### src/rtl/clk_en_divider_if.sv
// rtl/clk_en_divider_if.sv - divisor programming bundle for clk_en_divider
// master drives requests, slave (the divider) returns status and the active divisor.
interface clk_en_divider_if #(
  parameter int CNT_W = 16
);
  logic [CNT_W-1:0] div_i;
  logic             div_load;
  logic             div_pend_o;
  logic             div_ack_o;
  logic             div_err_o;
  logic [CNT_W-1:0] div_o;

  modport master (
    output div_i,
    output div_load,
    input  div_pend_o,
    input  div_ack_o,
    input  div_err_o,
    input  div_o
  );

  modport slave (
    input  div_i,
    input  div_load,
    output div_pend_o,
    output div_ack_o,
    output div_err_o,
    output div_o
  );
endinterface

### src/rtl/clk_en_divider.sv
// rtl/clk_en_divider.sv - clock-enable strobe and divided-clock level with boundary-aligned divisor changes
// Optional enable-pulse counter is built when CLK_EN_DIV_STATS_EN is defined.
module clk_en_divider #(
  parameter int CNT_W       = 16,
  parameter int DEFAULT_DIV = 4
) (
  input  logic               clk,
  input  logic               rst,
  clk_en_divider_if.slave    div_if,
  output logic               en_o,
  output logic               clk_div_o
`ifdef CLK_EN_DIV_STATS_EN
  ,
  input  logic               stats_clr,
  output logic [31:0]        en_count_o
`endif
);

  if (DEFAULT_DIV < 1 || longint'(DEFAULT_DIV) > ((longint'(1) << CNT_W) - 1)) begin : g_bad_default_div
    $error("clk_en_divider: DEFAULT_DIV out of range 1..2^CNT_W-1");
  end

  localparam logic [CNT_W-1:0] ONE     = {{(CNT_W-1){1'b0}}, 1'b1};
  localparam logic [CNT_W-1:0] DEF_DIV = CNT_W'(DEFAULT_DIV);

  logic [CNT_W-1:0] cnt;
  logic [CNT_W-1:0] div_r;
  logic             pend_r;
  logic [CNT_W-1:0] pend_val;
  logic             ack_r;
  logic             err_r;

  logic             wrap;
  logic             req_legal;
  logic             req_zero;
  logic             apply;
  logic [CNT_W-1:0] new_val;
  logic [CNT_W-1:0] d_eff;
  logic [CNT_W-1:0] cnt_n;
  logic             en_n;
  logic             clk_n;

  always_comb begin
    wrap      = (cnt == div_r - ONE);
    req_legal = div_if.div_load && (div_if.div_i != '0);
    req_zero  = div_if.div_load && (div_if.div_i == '0);
    // A request arriving on the wrap edge beats an older pending one.
    new_val   = req_legal ? div_if.div_i : pend_val;
    apply     = wrap && (pend_r || req_legal);
    d_eff     = apply ? new_val : div_r;
    cnt_n     = wrap ? '0 : cnt + ONE;
    en_n      = (cnt_n == d_eff - ONE);
    clk_n     = (cnt_n < (d_eff >> 1));
  end

  always_ff @(posedge clk) begin
    if (rst) begin
      cnt       <= DEF_DIV - ONE;
      div_r     <= DEF_DIV;
      pend_r    <= 1'b0;
      pend_val  <= '0;
      ack_r     <= 1'b0;
      err_r     <= 1'b0;
      en_o      <= 1'b0;
      clk_div_o <= 1'b0;
    end else begin
      cnt       <= cnt_n;
      div_r     <= d_eff;
      ack_r     <= apply;
      err_r     <= req_zero;
      en_o      <= en_n;
      clk_div_o <= clk_n;
      if (apply) begin
        pend_r <= 1'b0;
      end else if (req_legal) begin
        pend_r   <= 1'b1;
        pend_val <= div_if.div_i;
      end
    end
  end

  assign div_if.div_pend_o = pend_r;
  assign div_if.div_ack_o  = ack_r;
  assign div_if.div_err_o  = err_r;
  assign div_if.div_o      = div_r;

`ifdef CLK_EN_DIV_STATS_EN
  // Clear wins over a same-edge increment.
  always_ff @(posedge clk) begin
    if (rst || stats_clr) begin
      en_count_o <= '0;
    end else if (en_n) begin
      en_count_o <= en_count_o + 32'd1;
    end
  end
`endif

endmodule

### src/flat_wrapper.sv
// flat-port wrapper written by rule: the top's interface ports become plain ports
module clk_en_divider_flat 
#(
  parameter int CNT_W       = 16,
  parameter int DEFAULT_DIV = 4
)
  (clk, rst, en_o, clk_div_o, div_if_div_i, div_if_div_load, div_if_div_pend_o, div_if_div_ack_o, div_if_div_err_o, div_if_div_o);
  clk_en_divider_if #(.CNT_W(CNT_W)) div_if_i ();
  input  logic clk;
  input  logic rst;
  output logic en_o;
  output logic clk_div_o;
  input wire logic [$bits(div_if_i.div_i)-1:0] div_if_div_i;
  input wire logic [$bits(div_if_i.div_load)-1:0] div_if_div_load;
  output wire logic [$bits(div_if_i.div_pend_o)-1:0] div_if_div_pend_o;
  output wire logic [$bits(div_if_i.div_ack_o)-1:0] div_if_div_ack_o;
  output wire logic [$bits(div_if_i.div_err_o)-1:0] div_if_div_err_o;
  output wire logic [$bits(div_if_i.div_o)-1:0] div_if_div_o;
  assign div_if_i.div_i = div_if_div_i;
  assign div_if_i.div_load = div_if_div_load;
  assign div_if_div_pend_o = div_if_i.div_pend_o;
  assign div_if_div_ack_o = div_if_i.div_ack_o;
  assign div_if_div_err_o = div_if_i.div_err_o;
  assign div_if_div_o = div_if_i.div_o;
  clk_en_divider #(.CNT_W(CNT_W), .DEFAULT_DIV(DEFAULT_DIV)) u_core (.clk(clk), .rst(rst), .div_if(div_if_i), .en_o(en_o), .clk_div_o(clk_div_o));
endmodule
### config.mk
export PLATFORM = sky130hd
export DESIGN_NAME = clk_en_divider_flat
export DESIGN_NICKNAME = d
export VERILOG_FILES = /design/src/rtl/clk_en_divider_if.sv /design/src/rtl/clk_en_divider.sv /design/src/flat_wrapper.sv
export SDC_FILE = /design/constraint.sdc
export NUM_CORES = 1
export LEC_CHECK = 0
export ABC_AREA = 1
export CAP_MARGIN = 20
export CORE_ASPECT_RATIO = 1.2
export CORE_UTILIZATION = 45
export DETAILED_ROUTE_END_ITERATION = 16
export SKIP_CTS_REPAIR_TIMING = 1
export SYNTH_ARGS = -nofsm -noshare
export SYNTH_HDL_FRONTEND = slang
export SYNTH_SLANG_ARGS = --single-unit
### constraint.sdc
create_clock -name clk -period 5.2 [get_ports clk]
set_input_delay 0.52 -clock clk [delete_from_list [all_inputs] [get_ports clk]]
set_output_delay 0.52 -clock clk [all_outputs]
set_load 0.005 [all_outputs]
# Word-level counts from Yosys, hierarchy flattened

Index checks and enable logic that the tools add are counted.

Bits of input ports: 19
Word-level logic and storage cells: 24
Bits in registers: 53
Output and inout port bits: 21

Muxes and demuxes: 3
Magnitude comparators: 1
Reductions and logical operators: 7
$add $sub $neg: 3
Equal/unequal tests: 2

Operators by type and width:

| operator              | count |
|---|---|
| $mux 16               | 3 |
| $eq 16x16->1          | 2 |
| $sub 16x1->16 const B | 2 |
| $add 16x1->16 const B | 1 |
| $logic_not 16->1      | 1 |
| $lt 16x15->1          | 1 |
| $reduce_bool 16->1    | 1 |
| $logic_and 1x1->1     | 3 |
| $reduce_or 2->1       | 1 |
| $logic_or 1x1->1      | 1 |

# Logic depth before layout (Yosys ltp)

Depth in word-level cells: 7
Gate-level depth with buffers: 25

# Worst setup path before layout

OpenSTA, ideal clock, no wires.

Path type: flip-flop to flip-flop
From: register u_core.div_r[0] (netlist: u_core.div_if.div_o[0])
To: register u_core.clk_div_o
Arrival: 2.944 ns
Slack: 2.191 ns
Required time: 5.135 ns
Stages on the path, launching flop included: 24
Clock period less this slack: 3.009 ns
Path through: dfxtp_1 inv_2 ha_1 nand2_1 inv_1 nor2_1 nand2_1 nor2_1 nand3_1 nor2_1 nand2_1 nor2_8 nand2_1 buf_2 nand3_1 inv_1 ha_1 a21oi_1 nor2_1 a211oi_1 nor2_1 nor4_1 nand2_1 nor2_1

Elaborated cells on any way between the ends: 6

RTL lines:

| what                   | RTL line             | source |
|---|---|---|
| start, declared        | clk_en_divider.sv:27 | `logic [CNT_W-1:0] div_r;` |
| start signal, assigned | clk_en_divider.sv:59 | `div_r <= DEF_DIV;` |
| start signal, assigned | clk_en_divider.sv:68 | `div_r <= d_eff;` |
| $sub 16x1->16          | clk_en_divider.sv:44 | `wrap = (cnt == div_r - ONE);` |
| $eq 16x16->1           | clk_en_divider.sv:44 |  |
| $mux 16                | clk_en_divider.sv:51 | `cnt_n = wrap ? '0 : cnt + ONE;` |
| via u_core.cnt_n[9]    | clk_en_divider.sv:39 | `logic [CNT_W-1:0] cnt_n;` |
| $lt 16x15->1           | clk_en_divider.sv:53 | `clk_n = (cnt_n < (d_eff >> 1));` |
| end signal, assigned   | clk_en_divider.sv:72 | `clk_div_o <= clk_n;` |
| end, declared          | clk_en_divider.sv:11 | `output logic clk_div_o` |

The timed path passes the listed nets, and every way through them passes these cells.
A chain may end at the register's enable or synchronous reset.

# Worst setup path after layout

From: input div_if_div_i[13]
To: register u_core.en_o

Longest elaborated chain between the ends: 7
Elaborated cells on any way between the ends: 8

RTL lines:

| what                 | RTL line             | source |
|---|---|---|
| start, declared      | flat_wrapper.sv:13   | `input wire logic [$bits(div_if_i.div_i)-1:0] div_if_div_i;` |
| $reduce_bool 16->1   | clk_en_divider.sv:45 | `req_legal = div_if.div_load && (div_if.div_i != '0);` |
| $logic_and 1x1->1    | clk_en_divider.sv:45 |  |
| $logic_or 1x1->1     | clk_en_divider.sv:49 | `apply = wrap && (pend_r \|\| req_legal);` |
| $logic_and 1x1->1    | clk_en_divider.sv:49 |  |
| $mux 16 (*)          | clk_en_divider.sv:50 | `d_eff = apply ? new_val : div_r;` |
| $sub 16x1->16 (*)    | clk_en_divider.sv:52 | `en_n = (cnt_n == d_eff - ONE);` |
| $eq 16x16->1 (*)     | clk_en_divider.sv:52 |  |
| end signal, assigned | clk_en_divider.sv:71 | `en_o <= en_n;` |
| end, declared        | clk_en_divider.sv:10 | `output logic en_o,` |

Mark *: on every way between the ends. The rest lies on a longest branch, timed or not.

==> summary.txt <==
Timing
  • RSZ-0062 raised after global routing: false
  • Fin crit share: 0.7772
  • Worst-Margin Slew: around 730 ps
  • Top achievable clock speed: between 0.2 and 0.25 GHz
  • Setup Skew: 5.315 ps
  • # setup viols final: 0
  • Setup TNS: 0 ps
  • Worst slew margin: 0.5126
  • Crit path time final: 4041 ps
  • Pins Over Slew Limit: 0
  • Final hold violation count: 0

Power and ir drop
  • Comb pwr share: 0.695
  • Part of the power in the clock network: 0.108
  • Worst vdd ir: approximately 0.27 mV
  • Static Leak: between 0.002 and 0.003 µW
  • Sequential share of power: 0.197
  • Switching share of power: 0.5411
  • Design Power: ~3300 µW
  • Power density cells: roughly 650 nW/µm²
  • Net Sw Power: between 1500 and 2000 µW
  • Pint: roughly 1500 µW

Worst setup path
  • Critical-path top delay cell: clkdlybuf4s50_1
  • Crit-path max FO: 24
  • Top delay family on crit path: simple AND/OR/NAND/NOR gates
  • Crit path largest cell delay: 430 ps
  • CP dominant cell by count: nand2_1
  • Worst path cell trace: clkdlybuf4s50_1, nor4_1, nand3_1, nand2_1, buf_4, nand2_1, buf_4, nand3_1, nand2_1, nand2_1, ha_1, nand3_2, nor2_4, nand3_1, nand2_1, nand2_1, nand2_1, nand2_1, nor2_1, nand3_1, nor2_1
  • Kind of critical path: primary input to flop
  • Worst path required time: 5420 ps
  • Buf+Inv Stages, Crit Path: 3
  • Setup crit end kind: flop
  • Startpoint types: primary input
  • CP Data Arrival Time: between 4000 and 5000 ps

Floorplanning
  • Num rows: 39
  • Initial core utilization: 0.4622
  • Die area: between 10000 and 15000 µm²
  • Io pins: 40
  • Core Box Area: ~9500 µm²
  • Die X: 92.02 µm
  • Die H: 110.0 µm

Clocking
  • CTS tree: yes
  • Max Root-Sink Buffers: 2
  • Clk_lat worst skew: 300 ps
  • Num CTS Buffers: 5
  • CTS clk-pin slew, worst paths: ~70 ps
  • Clk sinks: 53
  • Clk root buf: clkbuf_16
  • # H-tree levels: 2

Place
  • Detail Placement HPWL: approximately 9.9 mm
  • PortBufs: 39
  • Post-DP Area: about 4900 µm²
  • RD Place Congestion: 0.9512

Cells and area
  • Proportion of layout cells with a drive suffix above 1: 0.06468
  • ANT cells: 0
  • Leading cell types in the layout, fill and taps excluded: 236 x nand2_1, 100 x nor2_1, 96 x inv_1
  • Final nets: around 800
  • Commonest non-fill, non-tap cell in the layout: nand2_1
  • Area grow syn2layout: 14.50%
  • Final instance area: around 5000 µm²

Routing
  • DRC violations left: 0
  • Met2 routed WL: ~5.8 mm
  • Post-route ant nets: 0
  • TritonRoute pass-1 iters: 5
  • Vias per inst: slightly above 5
  • Top layer in use: met4
  • Routed WL: between 10 and 15 mm
  • Vias: 4609
  • Metal-1 WL: ~5.5 mm
  • WL per Instance: 13.54 µm
  • DR WL met3: 466 µm
  • DR iter-0 viols: approximately 270

Job
  • Max Cap Viol: 0

Global route
  • Grt ovf: 0
  • Largest net degree at the start of global routing: 34
  • First-pass GRT wire length: between 20 and 25 mm
  • Total track usage: 0.2524
  • Vias in the first global route: 4223
  • Antenna violations before repair: 0

Yosys
  • Synthesis-stage register bit count: 53
  • Yosys warnings: 0
  • Syn avg cell area: approximately 5.9 µm²
  • Register area share after synthesis: 0.2425
  • Syn_nets: approximately 780
  • Post-Syn Area: between 4000 and 5000 µm²
  • Synth unique cells: 37
  • Post-Syn Instances: between 700 and 800

Outcome
  • Status: completed

Worst hold path
  • HP Class: flop to flop
[final cells by class]
class                   instances  area (µm²)
repair buffers                 42       412.9
multi-input cells             569        2844
clock inverters                 1       5.005
inverters                     101       380.4
flip-flops and latches         53        1061
fillers                       986        4457
well taps                     123       153.9
clock buffers                   7       152.6
[power by group through the flow]
stage               clock network, µW  registers (µW)  logic (µW)
finish                            351             640        2260
global route                      374             657        2560
CTS                               359             639        2260
detailed placement                  0             647        2250
global placement                    0             646        2220
floorplan                           0             611        1710
[synthesized netlist by cell type (all sizes together)]
library cell / count / area, µm²
a211oi: 2 / 15.01
a21oi: 7 / 35.03
a22o: 3 / 26.28
and2: 1 / 6.260
buf: 5 / 40.04
clkbuf: 13 / 50.04
clkinv: 1 / 5.000
dfxtp: 53 / 1061
ha: 17 / 212.7
inv: 100 / 375.4
nand2: 246 / 953.4
nand3: 89 / 463.0
nand3b: 2 / 15.01
nand4: 19 / 118.9
nor2: 117 / 544.3
nor3: 5 / 25.02
nor4: 4 / 25.02
o21ai: 25 / 132.6
o21bai: 1 / 7.510
o22ai: 6 / 37.54
or2: 3 / 18.77
xnor2: 8 / 70.07
xor2: 13 / 113.9
xor3: 1 / 23.77
[cell families after synthesis]
| family | count (synthesis) | share of synthesized area |
|---|---|---|
| AO/OA/AOI/OAI | 44 | 0.05805 |
| XOR/XNOR | 22 | 0.04747 |
| adder cells (fa/ha/maj) | 17 | 0.04861 |
| buffers and inverters | 119 | 0.1075 |
| flip-flops | 53 | 0.2425 |
| AND/OR/NAND/NOR | 486 | 0.4959 |
[state kept, by name, indices dropped and copies added (netlist names)]
signal,count
u_core.cnt,16
u_core.div_if.div_o,16
u_core.pend_val,16
u_core.clk_div_o,1
u_core.div_if.div_ack_o,1
u_core.div_if.div_err_o,1
u_core.div_if.div_pend_o,1
u_core.en_o,1
[worst paths after layout]
path | start | endpoint | slack (ps) | depth (start not counted)
worst max register to register | u_core.div_if.div_o[1]$_SDFF_PP0_ | u_core.en_o$_SDFF_PP0_ | 1250 | 23
worst max-delay path | div_if_div_i[13] | u_core.en_o$_SDFF_PP0_ | 1160 | 21
worst min register to register | u_core.pend_val[7]$_SDFFE_PP0P_ | u_core.pend_val[7]$_SDFFE_PP0P_ | 480 | 2
worst min-delay path | u_core.pend_val[7]$_SDFFE_PP0P_ | u_core.pend_val[7]$_SDFFE_PP0P_ | 480 | 2
[per-layer routing]
layer  global-route usage  vias up
li1                     -     2404
met3              0.02332       19
met4              0.08259        0
met1               0.3227     2067
met2               0.4483      119
met5                    0        -
[through the flow]
| step | cells | worst slack [ps] | utilization | hold WS (ps) |
|---|---|---|---|---|
| floorplan | 741 | 2191 | - | 428.6 |
| global placement | 888 | 926.6 | 0.5126 | 442.4 |
| detailed placement | 888 | 915.9 | 0.5126 | 456.1 |
| CTS | 896 | 1210 | 0.5292 | 475.0 |
| global route | 896 | 846.9 | 0.5292 | 497.5 |
| finish | 896 | 1159 | 0.5292 | 476.5 |
[worst min-delay path, stage by stage (launching register included)]
cell,delay (ps)
dfxtp_1,340
nand2_1,50
o21ai_0,50
Note: power is estimated with default switching activity, not from simulation.
